### config.mk
export PLATFORM = sky130hd
export DESIGN_NAME = vram_bc_arbiter
export DESIGN_NICKNAME = d
export VERILOG_FILES = /design/src/rtl/vram_bc_pkg.sv /design/src/rtl/vram_bc_tag_pipe.sv /design/src/rtl/vram_bc_arbiter.sv
export SDC_FILE = /design/constraint.sdc
export NUM_CORES = 1
export LEC_CHECK = 0
export ABC_AREA = 1
export CORE_MARGIN = 2
export CORE_UTILIZATION = 30
export DETAILED_ROUTE_END_ITERATION = 10
export PLACE_DENSITY = 0.75
export SLEW_MARGIN = 40
export SYNTH_ARGS = -nofsm -noshare
export SYNTH_HDL_FRONTEND = slang
export SYNTH_SLANG_ARGS = --single-unit
### constraint.sdc
create_clock -name clock -period 1.5 [get_ports clock]
set_input_delay 0.3 -clock clock [delete_from_list [all_inputs] [get_ports clock]]
set_output_delay 0.3 -clock clock [all_outputs]
set_load 0.01 [all_outputs]
### src/rtl/vram_bc_pkg.sv
// Shared types and sizes for the VRAM B/C port-A arbiter.
package vram_bc_pkg;

  localparam int unsigned VRAM_AW = 14;
  localparam int unsigned VRAM_DW = 32;
  localparam int unsigned VRAM_BW = VRAM_DW / 8;

  typedef enum logic [1:0] {
    ARB,
    DRAIN,
    LOCKED
  } arb_state_t;

  typedef enum logic [1:0] {
    ID_GPU,
    ID_CPU,
    ID_SS
  } req_id_t;

  typedef struct packed {
    logic    valid;
    req_id_t id;
  } rd_tag_t;

endpackage

### src/rtl/vram_bc_tag_pipe.sv
// MEM_LAT-deep shift register carrying read tags alongside the array latency.
module vram_bc_tag_pipe
  import vram_bc_pkg::*;
#(
  parameter int unsigned MEM_LAT = 1
) (
  input  logic    clock,
  input  logic    reset,
  input  rd_tag_t tag_in,
  output rd_tag_t tag_out,
  output logic    empty
);

  rd_tag_t stage [MEM_LAT];

  // Shift tags one stage per cycle; reset discards everything in flight.
  always_ff @(posedge clock) begin
    if (reset) begin
      for (int unsigned i = 0; i < MEM_LAT; i++) stage[i] <= '0;
    end else begin
      stage[0] <= tag_in;
      for (int unsigned i = 1; i < MEM_LAT; i++) stage[i] <= stage[i-1];
    end
  end

  assign tag_out = stage[MEM_LAT-1];

  // Empty means nothing will still be in flight after this cycle: the final
  // stage is delivering its data right now, so it does not block a drain.
  always_comb begin
    empty = 1'b1;
    for (int unsigned i = 0; i + 1 < MEM_LAT; i++) begin
      if (stage[i].valid) empty = 1'b0;
    end
  end

endmodule

### src/rtl/vram_bc_arbiter.sv
// Port-A arbiter for the 16K x 32 VRAM B/C array: GPU > CPU > savestate,
// CPU anti-starvation, savestate exclusive lock with drain.
// Optional macro VRAM_BC_ARB_PERF_EN adds saturating GPU/CPU stall counters.
module vram_bc_arbiter
  import vram_bc_pkg::*;
#(
  parameter int unsigned MEM_LAT  = 1,
  parameter int unsigned CPU_MAXW = 8
) (
  input  logic               clock,
  input  logic               reset,
  input  logic               gpu_req,
  input  logic [VRAM_AW-1:0] gpu_addr,
  output logic               gpu_ack,
  output logic               gpu_rvalid,
  output logic [VRAM_DW-1:0] gpu_rdata,
  input  logic               cpu_req,
  input  logic               cpu_we,
  input  logic [VRAM_AW-1:0] cpu_addr,
  input  logic [VRAM_DW-1:0] cpu_wdata,
  input  logic [VRAM_BW-1:0] cpu_be,
  output logic               cpu_ack,
  output logic               cpu_rvalid,
  output logic [VRAM_DW-1:0] cpu_rdata,
  input  logic               ss_lock,
  output logic               ss_locked,
  input  logic               ss_req,
  input  logic               ss_we,
  input  logic [VRAM_AW-1:0] ss_addr,
  input  logic [VRAM_DW-1:0] ss_wdata,
  output logic               ss_ack,
  output logic               ss_rvalid,
  output logic [VRAM_DW-1:0] ss_rdata,
  output logic [VRAM_AW-1:0] mem_addr,
  output logic               mem_wren,
  output logic [VRAM_DW-1:0] mem_data,
  output logic [VRAM_BW-1:0] mem_be,
  input  logic [VRAM_DW-1:0] mem_q
`ifdef VRAM_BC_ARB_PERF_EN
  ,
  output logic [15:0]        perf_gpu_stall,
  output logic [15:0]        perf_cpu_stall
`endif
);

  localparam logic [7:0] MAXW = 8'(CPU_MAXW);

  arb_state_t         state, state_nx;
  logic [7:0]         cpu_wait;
  logic               grant_gpu, grant_cpu, grant_ss;
  logic               cpu_force;
  logic               issue;
  logic [VRAM_AW-1:0] last_addr;
  rd_tag_t            tag_in, tag_out;
  logic               pipe_empty;
  logic               ret_valid;
  logic [VRAM_DW-1:0] gpu_hold, cpu_hold, ss_hold;

  // State register.
  always_ff @(posedge clock) begin
    if (reset) state <= ARB;
    else       state <= state_nx;
  end

  // Next state and grant selection; at most one grant per cycle.
  always_comb begin
    state_nx  = state;
    grant_gpu = 1'b0;
    grant_cpu = 1'b0;
    grant_ss  = 1'b0;
    cpu_force = cpu_req && (cpu_wait == MAXW);
    unique case (state)
      ARB: begin
        if (ss_lock)        state_nx  = DRAIN;
        else if (cpu_force) grant_cpu = 1'b1;
        else if (gpu_req)   grant_gpu = 1'b1;
        else if (cpu_req)   grant_cpu = 1'b1;
        else if (ss_req)    grant_ss  = 1'b1;
      end
      DRAIN: begin
        if (!ss_lock)        state_nx = ARB;
        else if (pipe_empty) state_nx = LOCKED;
      end
      LOCKED: begin
        grant_ss = ss_req;
        if (!ss_lock) state_nx = ARB;
      end
      default: state_nx = ARB;
    endcase
    if (reset) begin
      grant_gpu = 1'b0;
      grant_cpu = 1'b0;
      grant_ss  = 1'b0;
    end
  end

  assign gpu_ack   = grant_gpu;
  assign cpu_ack   = grant_cpu;
  assign ss_ack    = grant_ss;
  assign ss_locked = (state == LOCKED) && !reset;

  // Drive the array from the winner; idle cycles keep the last address.
  always_comb begin
    issue    = grant_gpu | grant_cpu | grant_ss;
    mem_addr = last_addr;
    mem_wren = 1'b0;
    mem_data = '0;
    mem_be   = '0;
    tag_in   = '0;
    if (grant_gpu) begin
      mem_addr = gpu_addr;
      tag_in   = '{valid: 1'b1, id: ID_GPU};
    end else if (grant_cpu) begin
      mem_addr = cpu_addr;
      mem_wren = cpu_we;
      mem_data = cpu_wdata;
      mem_be   = cpu_we ? cpu_be : '0;
      tag_in   = '{valid: !cpu_we, id: ID_CPU};
    end else if (grant_ss) begin
      mem_addr = ss_addr;
      mem_wren = ss_we;
      mem_data = ss_wdata;
      mem_be   = ss_we ? '1 : '0;
      tag_in   = '{valid: !ss_we, id: ID_SS};
    end
  end

  // Remember the last issued address so idle cycles do not toggle address_a.
  always_ff @(posedge clock) begin
    if (reset)      last_addr <= '0;
    else if (issue) last_addr <= mem_addr;
  end

  // CPU anti-starvation: count unserved cycles, frozen while savestate owns the port.
  always_ff @(posedge clock) begin
    if (reset)                      cpu_wait <= '0;
    else if (state == LOCKED)       cpu_wait <= cpu_wait;
    else if (!cpu_req || grant_cpu) cpu_wait <= '0;
    else if (cpu_wait != MAXW)      cpu_wait <= cpu_wait + 8'd1;
  end

  vram_bc_tag_pipe #(
    .MEM_LAT(MEM_LAT)
  ) u_tag_pipe (
    .clock  (clock),
    .reset  (reset),
    .tag_in (tag_in),
    .tag_out(tag_out),
    .empty  (pipe_empty)
  );

  assign ret_valid  = tag_out.valid && !reset;
  assign gpu_rvalid = ret_valid && (tag_out.id == ID_GPU);
  assign cpu_rvalid = ret_valid && (tag_out.id == ID_CPU);
  assign ss_rvalid  = ret_valid && (tag_out.id == ID_SS);

  // Hold each requester's last read word between returns.
  always_ff @(posedge clock) begin
    if (reset) begin
      gpu_hold <= '0;
      cpu_hold <= '0;
      ss_hold  <= '0;
    end else begin
      if (gpu_rvalid) gpu_hold <= mem_q;
      if (cpu_rvalid) cpu_hold <= mem_q;
      if (ss_rvalid)  ss_hold  <= mem_q;
    end
  end

  assign gpu_rdata = gpu_rvalid ? mem_q : gpu_hold;
  assign cpu_rdata = cpu_rvalid ? mem_q : cpu_hold;
  assign ss_rdata  = ss_rvalid  ? mem_q : ss_hold;

`ifdef VRAM_BC_ARB_PERF_EN
  // Saturating stall counters: cycles a request is held without an ack.
  always_ff @(posedge clock) begin
    if (reset) begin
      perf_gpu_stall <= '0;
      perf_cpu_stall <= '0;
    end else begin
      if (gpu_req && !grant_gpu && (perf_gpu_stall != '1))
        perf_gpu_stall <= perf_gpu_stall + 16'd1;
      if (cpu_req && !grant_cpu && (perf_cpu_stall != '1))
        perf_cpu_stall <= perf_cpu_stall + 16'd1;
    end
  end
`endif

endmodule

**Word-level counts from Yosys, hierarchy flattened**

Memory sizes are Yosys's and may differ from the RTL's.
Index checks and enable logic that the tools add are counted.

- Input bits: 150
- RAM bits: 3
- Output and inout bits: 154
- Register bits after elaboration: 120
- Word-level logic and storage cells: 85
- Memories kept: 1
- Bits in latches: 0
- ROM bits: 0

- Reductions and logical operators: 17
- Order comparisons: 0
- Add/sub/neg operators: 1
- Mux-type cells: 49
- Shift-type cells: 0
- Div/mod/pow operators: 0
- Multiply operators: 0
- Equality and inequality tests: 8
- Bitwise gates (word level): 3

Memories:

| memory | words | width | read ports | clocked after memory_dff | write ports | RTL line | text |
|---|---|---|---|---|---|---|---|
| u_tag_pipe.stage | 1 | 3 | 1 | 0 | 1 | vram_bc_tag_pipe.sv:14 | `rd_tag_t stage [MEM_LAT];` |

Operators with widths:

| operator | count |
|---|---|
| 2-to-1 mux 32 bit | 6 |
| 2-to-1 mux 14 bit | 3 |
| 2-to-1 mux 1 bit | 24 |
| 2-to-1 mux 4 bit | 5 |
| 2-to-1 mux 8 bit | 2 |
| 2-to-1 mux 3 bit | 4 |
| adder 8 x 1 -> 8 bit, second input constant | 1 |
| equality test 8 x 4 -> 1 bit, second input constant | 1 |
| inequality test 8 x 4 -> 1 bit, second input constant | 1 |
| logical AND 1 bit | 6 |
| 2-to-1 mux 2 bit | 3 |
| case mux 2 bit (3 select lines) | 1 |
| equality test 2 x 1 -> 1 bit, second input constant | 2 |
| equality test 2 bit, second input constant | 2 |
| logical NOT 1 bit | 4 |
| logical NOT 2 bit | 2 |
| inequality test 2 bit, second input constant | 2 |
| AND reduction 2 bit | 2 |
| OR reduction 3 bit | 1 |
| OR 1 bit | 2 |
| case mux 1 bit (2 select lines) | 1 |
| nonzero test 2 bit | 1 |
| logical OR 1 bit | 1 |
| inverter 1 bit | 1 |

**Longest topological paths before layout**

Gate-level depths: netlist (run 1).

- Word-level depth: 11
- Gate-level depth with buffers: 11
- Gate-level depth less buffers: 11

**Cells and area by module**

From an unflattened synthesis (run 1), not the netlist that was laid out.

- Cell total of the unflattened synthesis: 825
- Area, all modules: 6,324.8 µm²

By module, submodules not included:

| module | area each (µm²) | instances | sequential area each (µm²) | cells each |
|---|---|---|---|---|
| vram_bc_arbiter | 6,231.0 | 1 | 2,402.3 | 814 |
| vram_bc_tag_pipe | 93.8 | 1 | 60.1 | 11 |

**Worst setup path before layout (run 1)**

No wires, ideal clock.

- Kind: register -> output
- Start point: reg cpu_wait[0]
- End point: out mem_data[19]
- Stages on the path, launching flop included: 9
- Setup slack: -0.212 ns
- Path buffers: 1
- Arrival time: 1.412 ns
- Path through: dfxtp_1 inv_1 ha_1 nand3_2 o21ai_4 nand2_4 inv_4 buf_4 a22o_1

- Elaborated cells between the ends (all ways): 17

RTL lines:

| what | RTL line | text |
|---|---|---|
| start: declaration | vram_bc_arbiter.sv:49 | `logic [7:0] cpu_wait;` |
| start signal: assignment | vram_bc_arbiter.sv:137 | `else if (state == LOCKED) cpu_wait <= cpu_wait;` |
| start signal: assignment | vram_bc_arbiter.sv:139 | `else if (cpu_wait != MAXW) cpu_wait <= cpu_wait + 8'd1;` |
| equality test 8 x 4 -> 1 bit | vram_bc_arbiter.sv:71 | `cpu_force = cpu_req && (cpu_wait == MAXW);` |
| logical AND 1 bit | vram_bc_arbiter.sv:71 |  |
| 2-to-1 mux 1 bit | vram_bc_arbiter.sv:75 | `else if (cpu_force) grant_cpu = 1'b1;` |
| 2-to-1 mux 1 bit | vram_bc_arbiter.sv:74 | `if (ss_lock) state_nx = DRAIN;` |
| 2-to-1 mux 1 bit | vram_bc_arbiter.sv:72 | `unique case (state)` |
| 2-to-1 mux 1 bit | vram_bc_arbiter.sv:90 | `if (reset) begin` |
| net cpu_ack | vram_bc_arbiter.sv:22 | `output logic cpu_ack,` |
| 2-to-1 mux 32 bit | vram_bc_arbiter.sv:113 | `end else if (grant_cpu) begin` |
| 2-to-1 mux 32 bit | vram_bc_arbiter.sv:110 | `if (grant_gpu) begin` |
| end: declaration | vram_bc_arbiter.sv:36 | `output logic [VRAM_DW-1:0] mem_data,` |

The timed path passes the listed nets, and every way through them passes these cells.

**Final worst setup path (run 1)**

- Start point: reg cpu_wait[1]
- End point: out mem_addr[13]

- Cells in the longest elaborated chain, start to end: 9
- Elaborated cells between the ends (all ways): 17

Ends and longest elaborated chain:

| what | RTL line | text |
|---|---|---|
| equality test 8 x 4 -> 1 bit * | vram_bc_arbiter.sv:71 |  |
| logical AND 1 bit * | vram_bc_arbiter.sv:71 |  |
| 2-to-1 mux 1 bit | vram_bc_arbiter.sv:75 |  |
| 2-to-1 mux 1 bit | vram_bc_arbiter.sv:74 |  |
| case mux 1 bit (2 select lines) | vram_bc_arbiter.sv:72 |  |
| 2-to-1 mux 1 bit | vram_bc_arbiter.sv:90 |  |
| 2-to-1 mux 14 bit | vram_bc_arbiter.sv:119 | `end else if (grant_ss) begin` |
| 2-to-1 mux 14 bit | vram_bc_arbiter.sv:113 |  |
| 2-to-1 mux 14 bit * | vram_bc_arbiter.sv:110 |  |
| end: declaration | vram_bc_arbiter.sv:34 | `output logic [VRAM_AW-1:0] mem_addr,` |

Mark *: on every way between the ends. The rest lies on a longest branch, timed or not.

==> impl_metrics.py, run 1 <==
metrics = {
    "power_and_ir_drop": {
        "power_w": 0.00968,
        "p_leak_nw": 6.86,
        "ir_worst_vdd_v": 0.000816,
        "power.density_mw_per_mm2": 711,
    },
    "clock_network": {
        "cts_buffers": 17,
        "clkLatencyLatePin_ps": 420,
        "cts_hold_buffers": 0,
        "htree_levels": 4,
        "cts_buffer_depth": 2,
        "cts.sinks": 123,
        "cts_tree": "built",
        "clk_pin_slew_ps": 60,
        "clockRootBuffer": "clkbuf_16",
    },
    "worst_setup_path": {
        "cp-end-kind": "output pin",
        "worstPathMaxFanout": 5,
        "critPathMaxStageDelay_ps": 320,
        "cp_cell_sequence": "inv_2 > ha_4 > nand3_4 > o21ai_4 > buf_12 > nand2_8 > buf_6 > buf_8 > nand3_2 > nand2_2 > nand2_1 > buf_2",
        "crit_path_top_delay_cell": "dfxtp_2",
        "ff2ff_setup_slack_ps": -270,
        "worstReg2RegStart": "cpu_wait[1]",
        "start_kind": "register",
        "cp.buffers_inverters": 5,
        "r2r_end": "last_addr[6]",
        "reg2reg_depth": 13,
        "path_delay_family": "buffers and inverters",
        "required_ps": 1200,
        "path_class": "register to output pin",
        "cp.arrival_ps": 2020,
    },
    "layout": {
        "syn2layout_area_growth_pct": 119,
        "nNetsFinal": 1521,
        "drive_above_1_share": 0.564,
        "num_antenna_cells": 0,
        "fin_util": 0.672,
    },
    "synth": {
        "synth_ff_type": "dfxtp_1",
        "synth_cells": 868,
        "ys_top_cells_by_area": "dfxtp_1, inv_1, or2_2, nor2_1, nand2_1",
        "synth_top_area_frac": 0.397,
        "synth_common_cells": "inv_1, dfxtp_1, nor2_1",
        "yosysSeqAreaShare": 0.397,
        "post-synth-top-count-cell": "inv_1",
        "synth_edf_count": 0,
        "synth.avg_cell_area_sq_um": 7.15,
        "synth_nets": 1020,
        "synth_top_area_cell": "dfxtp_1",
        "yosysWarnings": 0,
        "ys_async_sr_fraction": 0,
        "netlist_area_sq_mm": 0.00620,
        "synth-seq-cells": 123,
        "ys_types": 36,
    },
    "die": {
        "core_sq_mm": 0.0202,
        "rows": 52,
        "die_y_um": 148,
        "ios": 304,
        "start_util": 0.307,
        "dieArea_sq_mm": 0.0218,
        "die_w_um": 148,
    },
    "sta": {
        "holdWs_ps": 442,
        "setup_viol_count_final": 228,
        "slew-limit-headroom": 0.387,
        "fin_crit_ps": 2320,
        "rsz0062_at_grt": "yes",
        "drv_slew": 0,
        "period_share": 1.54,
        "setup_ws_ps": -816,
        "skew_ps": 11.2,
        "hold_viol_final": 0,
        "max_freq_mhz": 432,
        "worstMarginPinSlew_ps": 920,
        "fin_tns_setup_ps": -106660,
    },
    "detailed_routing": {
        "antenna_left": 0,
        "via_count": 7683,
        "drtPass1Iterations": 5,
        "drc": 0,
        "wl_per_cell_um": 16.8,
        "drt_wl_total_um": 27800,
        "vias_per_cell": 4.65,
        "drt_iter0_markers": 328,
    },
    "run": {
        "maxCapViolCount": 0,
    },
    "worst_hold_path": {
        "holdCritStartpoint": "reset",
        "min_path_cells": 4,
        "holdPathEnd": "last_addr[1]",
        "min-delay-path-class": "input port to register",
    },
    "place": {
        "io_buffers": 303,
        "place_congestion": 0.899,
        "dp_hpwl_um": 16600,
    },
    "global_routing": {
        "grt_max_degree": 103,
        "grt_pass1_vias": 7850,
        "globalRoute.totalOverflow": 0,
        "grt_pass1_wl_um": 41200,
        "track_usage": 0.240,
        "antenna_found_initial": 0,
    },
    "status": {
        "status": "complete, but fails checks",
        "violations": "setup timing",
    },
}
repair_timing:
item | in CTS | in global routing
pin swaps | 54 | 70
resized for setup | 845 | 320
setup endpoints to repair | 225 | 233
gates cloned | 16 | 1
setup buffers | 74 | 57
through the flow:
step                      area [sq um]  std cells  setup slack (ps)
after floorplan                   6560        868             -95.3
after global placement           10600       1515              -965
after detailed placement         10600       1515             -1020
after CTS                        12400       1635              -844
after global routing             13600       1652              -957
final                            13600       1652              -816
flip-flops by register name, summed over array words and instances (netlist names):
signal	cells
cpu_wait	8
last_addr	14
ss_hold	32
gpu_hold	32
u_tag_pipe.stage	3
cpu_hold	32
state	2
how the worst max path moves through the flow:
| stage | cells past startpoint | slack [ps] | to | from |
|---|---|---|---|---|
| floorplan | 8 | -100 | mem_data[19] | cpu_wait[1] |
| global placement | 10 | -960 | mem_addr[11] | ss_lock |
| detailed placement | 9 | -1020 | mem_addr[8] | ss_lock |
| CTS | 13 | -840 | mem_addr[12] | cpu_wait[0] |
| global route | 13 | -960 | mem_addr[7] | cpu_wait[0] |
| finish | 12 | -820 | mem_addr[13] | cpu_wait[1] |
layout make-up:
type	instances	area, sq um
Clock buffer	20	457
Clock inverter	12	138
Fill cell	1516	6630
Inverter	159	657
Multi-Input combinational cell	542	4270
Sequential cell	123	2480
Tap cell	270	338
Timing Repair Buffer	518	5180
Timing Repair inverter	8	97.6
logic make-up (layout without fill, tap and decap cells):
logic type	Yosys count	in the layout	synth area share
buf+inv	204	717	0.140
fa+ha+maj	2	2	0.00403
xor+xnor	1	1	0.00141
flops	123	123	0.397
simple gates	386	387	0.310
compound gates	152	152	0.148
where the power goes:
group          switching, W  internal [W]
logic              0.000973       0.00116
registers         0.0000286       0.00335
clock network       0.00162       0.00256
worst min-delay path: stages:
cell and delay (ps):
buf_4 130, buf_4 120, buf_4 210, a21oi_2 50
layout by cell type, fill, tap and decap left out, types with 4 or more instances in the layout:
cell type | netlist | layout
a21oi_1 | 16 | 11
a21oi_2 | 1 | 6
a22o_1 | 32 | 32
buf_12 | 0 | 27
buf_16 | 0 | 5
buf_2 | 13 | 80
buf_4 | 7 | 88
buf_6 | 6 | 154
buf_8 | 0 | 12
clkbuf_16 | 0 | 18
clkdlybuf4s50_1 | 0 | 148
dfxtp_1 | 123 | 116
dfxtp_2 | 0 | 5
inv_1 | 150 | 76
inv_2 | 7 | 75
inv_6 | 0 | 5
inv_8 | 1 | 9
nand2_1 | 108 | 74
nand2_2 | 5 | 32
nand2_4 | 3 | 7
nand2_8 | 0 | 4
nand3_1 | 42 | 27
nand3_2 | 10 | 22
nand3_4 | 2 | 5
nor2_1 | 112 | 87
nor2_2 | 1 | 20
nor2_4 | 1 | 7
o21ai_2 | 5 | 25
o21ai_4 | 1 | 73
or2_1 | 13 | 17
or2_2 | 72 | 30
or2_4 | 0 | 47
metal layers:
| metal | GRT usage | share of wire | vias to the layer above |
|---|---|---|---|
| met5 | 0 | 0 | - |
| met4 | 0.0757 | 0.025 | 0 |
| met3 | 0.0414 | 0.046 | 51 |
| met2 | 0.404 | 0.50 | 225 |
| met1 | 0.313 | 0.43 | 3709 |
| li1 | - | - | 3698 |
Power figures use the tool's default switching activity.
==> run 2, diff against run 1 <==
--- a/config.mk
+++ b/config.mk
@@ -9,7 +9,7 @@
 export CORE_MARGIN = 2
 export CORE_UTILIZATION = 30
 export DETAILED_ROUTE_END_ITERATION = 10
-export PLACE_DENSITY = 0.75
+export PLACE_DENSITY = 0.72
 export SLEW_MARGIN = 40
 export SYNTH_ARGS = -nofsm -noshare
 export SYNTH_HDL_FRONTEND = slang
==> constraint.sdc (replaced) <==
create_clock -name clock -period 2.7 [get_ports clock]
set_input_delay 0.54 -clock clock [delete_from_list [all_inputs] [get_ports clock]]
set_output_delay 0.54 -clock clock [all_outputs]
set_load 0.005 [all_outputs]
==> impl_metrics.py, run 2 (synthesis gave the netlist of run 1 again) <==
metrics = {
    "worst_setup_path": {
        "start_kind": "input port",
        "path_class": "input port to output pin",
        "crit_top_cell": "buf_4",
        "cp.buffers_inverters": 6,
        "ff2ff_setup_slack_ps": 780,
        "required_ps": 2160,
        "cp-end-kind": "output pin",
        "cp-startpoint": "reset",
        "critPathMaxStageDelay_ps": 500,
        "worstPathMaxFanout": 16,
        "cp_cell_sequence": "buf_4 > inv_8 > nand2_4 > nor3_4 > buf_4 > clkbuf_16 > or2_2 > o21ai_1 > inv_1 > clkdlybuf4s50_1",
        "worstReg2RegStart": "cpu_wait[0]",
        "crit_path_top_delay_cell": "clkdlybuf4s50_1",
        "cp.arrival_ps": 2170,
        "path_delay_family": "buffers and inverters",
    },
    "place": {
        "dp_hpwl_um": 15800,
        "place_congestion": 0.895,
        "io_buffers": 303,
        "pre_cts_ws_ps": -221,
        "placedInstanceArea_sq_mm": 0.00983,
    },
    "global_routing": {
        "track_usage": 0.198,
        "globalRoute.totalOverflow": 0,
        "grt_pass1_wl_um": 34300,
        "grt_max_degree": 83,
        "antenna_found_initial": 0,
        "grt_pass1_vias": 6429,
    },
    "layout": {
        "syn2layout_area_growth_pct": 79.5,
        "nFillCells": 1836,
        "top_regs": "cpu_hold x32, gpu_hold x32, ss_hold x32",
        "layout_commonest_cell": "clkdlybuf4s50_1",
        "fin_util": 0.550,
        "post-route-cell-area_sq_mm": 0.0111,
        "drive_above_1_share": 0.244,
        "mostFrequentLayoutCells": "clkdlybuf4s50_1, inv_1, dfxtp_1, nor2_1, nand2_1",
        "nNetsFinal": 1383,
        "num_antenna_cells": 0,
    },
    "sta": {
        "holdWs_ps": 502,
        "drv_slew": 0,
        "setup_viol_count_final": 1,
        "hold_viol_final": 0,
        "max_freq_mhz": 369,
        "slew-limit-headroom": 0.574,
        "fin_crit_ps": 2710,
        "worstMarginPinSlew_ps": 638,
        "setup_ws_ps": -9.11,
        "rsz0062_at_grt": "yes",
        "skew_ps": 10.4,
        "period_share": 1.00,
    },
    "detailed_routing": {
        "drtPass1Iterations": 5,
        "drt_iter0_markers": 256,
        "wl_per_cell_um": 15.3,
        "drc": 0,
        "drt_wl_total_um": 23200,
        "vias_per_cell": 4.48,
        "via_count": 6777,
        "antenna_left": 0,
    },
    "clock_network": {
        "clockRootBuffer": "clkbuf_16",
        "clkLatencyLatePin_ps": 420,
        "cts_tree": "built",
        "htree_levels": 4,
        "cts.sinks": 123,
        "cts_buffers": 17,
        "cts_buffer_depth": 2,
        "cts_hold_buffers": 0,
        "clk_pin_slew_ps": 50,
    },
    "power_and_ir_drop": {
        "power.density_mw_per_mm2": 436,
        "ir_worst_vdd_v": 0.000385,
        "p_leak_nw": 6.83,
        "power_w": 0.00486,
    },
    "status": {
        "status": "complete, but fails checks",
        "violations": "setup timing",
    },
    "worst_hold_path": {
        "min-delay-path-class": "register to register",
        "holdCritStartpoint": "state[1]",
    },
    "die": {
        "start_util": 0.307,
        "die_w_um": 148,
        "core_sq_mm": 0.0202,
        "ios": 304,
        "dieArea_sq_mm": 0.0218,
        "rows": 52,
        "die_y_um": 148,
    },
    "run": {
        "maxCapViolCount": 0,
    },
}
[run 2: worst register-to-register path, stage by stage, from the launching register on]
cell	delay [ps]
dfxtp_4	370
inv_4	40
ha_4	160
nand3_4	110
nor2_4	50
buf_4	120
buf_4	120
buf_4	120
nand3_1	100
nand2_2	150
inv_2	180
nand2_2	110
nand2_2	120
nor2_1	60
[run 2: final timing paths]
path	to	cells past startpoint
max	gpu_rdata[11]	10
min reg2reg	state[1]	1
min	state[1]	1
max reg2reg	cpu_wait[5]	13
[run 2: final cells by class]
type                       instances  area, sq um  share of cell area
timing repair buffer             389         4030               0.362
tap                              270          338              0.0303
clock buffer                      20          457              0.0410
sequential                       123         2470               0.222
multi-input combinational        541         3090               0.278
inverter                         159          629              0.0565
clock inverter                    12          113              0.0101
[run 2: report_power, final]
| part | switching [W] | internal (W) | total [W] |
|---|---|---|---|
| clock network | 0.000852 | 0.00132 | 0.00217 |
| registers | 0.0000136 | 0.00186 | 0.00187 |
| logic | 0.000341 | 0.000472 | 0.000813 |
| total | 0.00121 | 0.00365 | 0.00486 |
[run 2: layer usage]
layer	part of all wire	global-route usage	vias up
met4	0.017	0.0629	0
met3	0.046	0.0423	28
met2	0.49	0.328	169
li1	-	-	3421
met1	0.45	0.259	3159
met5	0	0	-
[run 2: timing repair]
action	CTS	global route
setup endpoints to repair	87	70
gates cloned	4	6
pin swaps	6	10
resized for setup	91	177
buffers inserted	14	11
[run 2: stage by stage]
| stage | std cells | TNS [ps] |
|---|---|---|
| floorplan | 868 | 0 |
| global placement | 1448 | -8620 |
| detailed placement | 1448 | -9200 |
| CTS | 1498 | -1100 |
| global route | 1514 | -1450 |
| finish | 1514 | -9.11 |
==> run 3, diff against run 2 <==
--- a/config.mk
+++ b/config.mk
@@ -8,9 +8,11 @@
 export ABC_AREA = 1
 export CORE_MARGIN = 2
 export CORE_UTILIZATION = 30
+export CTS_CLUSTER_DIAMETER = 50
 export DETAILED_ROUTE_END_ITERATION = 10
 export PLACE_DENSITY = 0.72
 export SLEW_MARGIN = 40
 export SYNTH_ARGS = -nofsm -noshare
 export SYNTH_HDL_FRONTEND = slang
 export SYNTH_SLANG_ARGS = --single-unit
+export TNS_END_PERCENT = 50
==> impl_metrics.py, run 3 (synthesis gave the netlist of run 1 again) <==
metrics = {
    "die": {
        "die_y_um": 148,
        "rows": 52,
        "core_sq_mm": 0.0202,
        "die_w_um": 148,
        "start_util": 0.307,
        "dieArea_sq_mm": 0.0218,
        "ios": 304,
    },
    "worst_hold_path": {
        "min-delay-path-class": "register to register",
    },
    "place": {
        "place_congestion": 0.895,
        "dp_hpwl_um": 15800,
        "placedInstanceArea_sq_mm": 0.00983,
        "io_buffers": 303,
    },
    "detailed_routing": {
        "antenna_left": 0,
        "drt_wl_total_um": 22600,
        "wl_per_cell_um": 14.9,
        "vias_per_cell": 4.44,
        "drc": 0,
        "drtPass1Iterations": 4,
        "drt_iter0_markers": 242,
        "via_count": 6731,
    },
    "global_routing": {
        "grtUsageMet3": 0.0417,
        "grt_pass1_vias": 6392,
        "track_usage": 0.196,
        "antenna_found_initial": 0,
        "grt-busiest-layer": "met2",
        "grt_pass1_wl_um": 34000,
        "met1_usage": 0.258,
        "globalRoute.totalOverflow": 0,
        "met2_usage": 0.322,
        "grt_max_degree": 83,
    },
    "clock_network": {
        "cts_buffer_depth": 2,
        "cts_buffers": 17,
        "clkLatencyLatePin_ps": 410,
        "cts.sinks": 123,
        "htree_levels": 4,
        "clockRootBuffer": "clkbuf_16",
        "clk_pin_slew_ps": 60,
        "cts_tree": "built",
        "cts_hold_buffers": 0,
    },
    "sta": {
        "setup_viol_count_final": 0,
        "fin_crit_ps": 2650,
        "drv_slew": 0,
        "fin_tns_setup_ps": 0,
        "max_freq_mhz": 377,
        "slew-limit-headroom": 0.573,
        "rsz0062_at_grt": "yes",
        "worstMarginPinSlew_ps": 640,
        "skew_ps": 7.81,
        "holdWs_ps": 499,
        "period_share": 0.982,
        "hold_viol_final": 0,
    },
    "run": {
        "maxCapViolCount": 0,
    },
    "layout": {
        "top_regs": "cpu_hold x32, gpu_hold x32, ss_hold x32",
        "mostFrequentLayoutCells": "clkdlybuf4s50_1, inv_1, dfxtp_1, nor2_1, nand2_1",
        "num_antenna_cells": 0,
        "post-route-cell-area_sq_mm": 0.0111,
        "syn2layout_area_growth_pct": 78.3,
        "nFillCells": 1858,
        "fin_util": 0.547,
        "nNetsFinal": 1384,
        "layout_commonest_cell": "clkdlybuf4s50_1",
        "drive_above_1_share": 0.232,
    },
    "power_and_ir_drop": {
        "ir_worst_vdd_v": 0.000382,
        "p_leak_nw": 6.53,
        "power.density_mw_per_mm2": 438,
    },
    "worst_setup_path": {
        "start_kind": "register",
        "cp.arrival_ps": 2110,
        "path_class": "register to output pin",
        "cp-end-kind": "output pin",
        "worstPathMaxFanout": 4,
        "required_ps": 2160,
    },
    "status": {
        "status": "finished clean",
    },
}
==> run 3: final cells by class <==
type / count / area, sq um / area share
repair buffers: 390 / 3980 / 0.359
multi-input cells: 541 / 3080 / 0.279
flip-flops and latches: 123 / 2470 / 0.223
inverters: 159 / 629 / 0.0569
clock buffers: 20 / 457 / 0.0413
well taps: 270 / 338 / 0.0305
clock inverters: 12 / 113 / 0.0102
==> run 3: through the flow <==
stage / setup slack [ps] / instances / total power [W]
2_1_floorplan: 685 / 868 / 0.00218
3_3_place_gp: -222 / 1448 / 0.00269
3_5_place_dp: -221 / 1448 / 0.00269
4_1_cts: -201 / 1490 / 0.00488
5_1_grt: -43.2 / 1515 / 0.00507
6_report: 49.3 / 1515 / 0.00485
==> run 3: path summary, 6_finish.rpt <==
| path | start | to | slack [ps] | depth (start not counted) |
|---|---|---|---|---|
| worst min register to register | state[1] | state[1] | 500 | 1 |
| worst max register to register | cpu_wait[0] | cpu_wait[5] | 580 | 15 |
| worst min-delay path | state[1] | state[1] | 500 | 1 |
| worst max-delay path | cpu_wait[0] | mem_data[17] | 50 | 10 |
==> run 3: worst max-delay path, stage by stage (launching register included) <==
cell and delay, ps:
dfxtp_4 370, inv_4 40, ha_4 150, nand3_4 100
o21ai_4 70, nand2_4 140, inv_8 40, buf_4 140
buf_4 130, a22o_4 230, dlygate4sd2_1 270
==> run 3: layer usage <==
| layer | share of wire | vias up |
|---|---|---|
| met1 | 0.45 | 3121 |
| met4 | 0.019 | 0 |
| li1 | - | 3422 |
| met5 | 0 | - |
| met2 | 0.48 | 159 |
| met3 | 0.044 | 29 |
==> run 3: report_power, final <==
part	internal (W)	switching (W)
combinational	0.000469	0.000336
sequential	0.00186	0.0000136
clock	0.00132	0.000845
total	0.00365	0.00119
==> run 3: timing repair <==
action,CTS,global route
resized for setup,70,138
buffers inserted,8,22
pin swaps,5,11
cloned,2,4
endpoints found under the setup margin,87,117
endpoints found under the hold margin,0,0
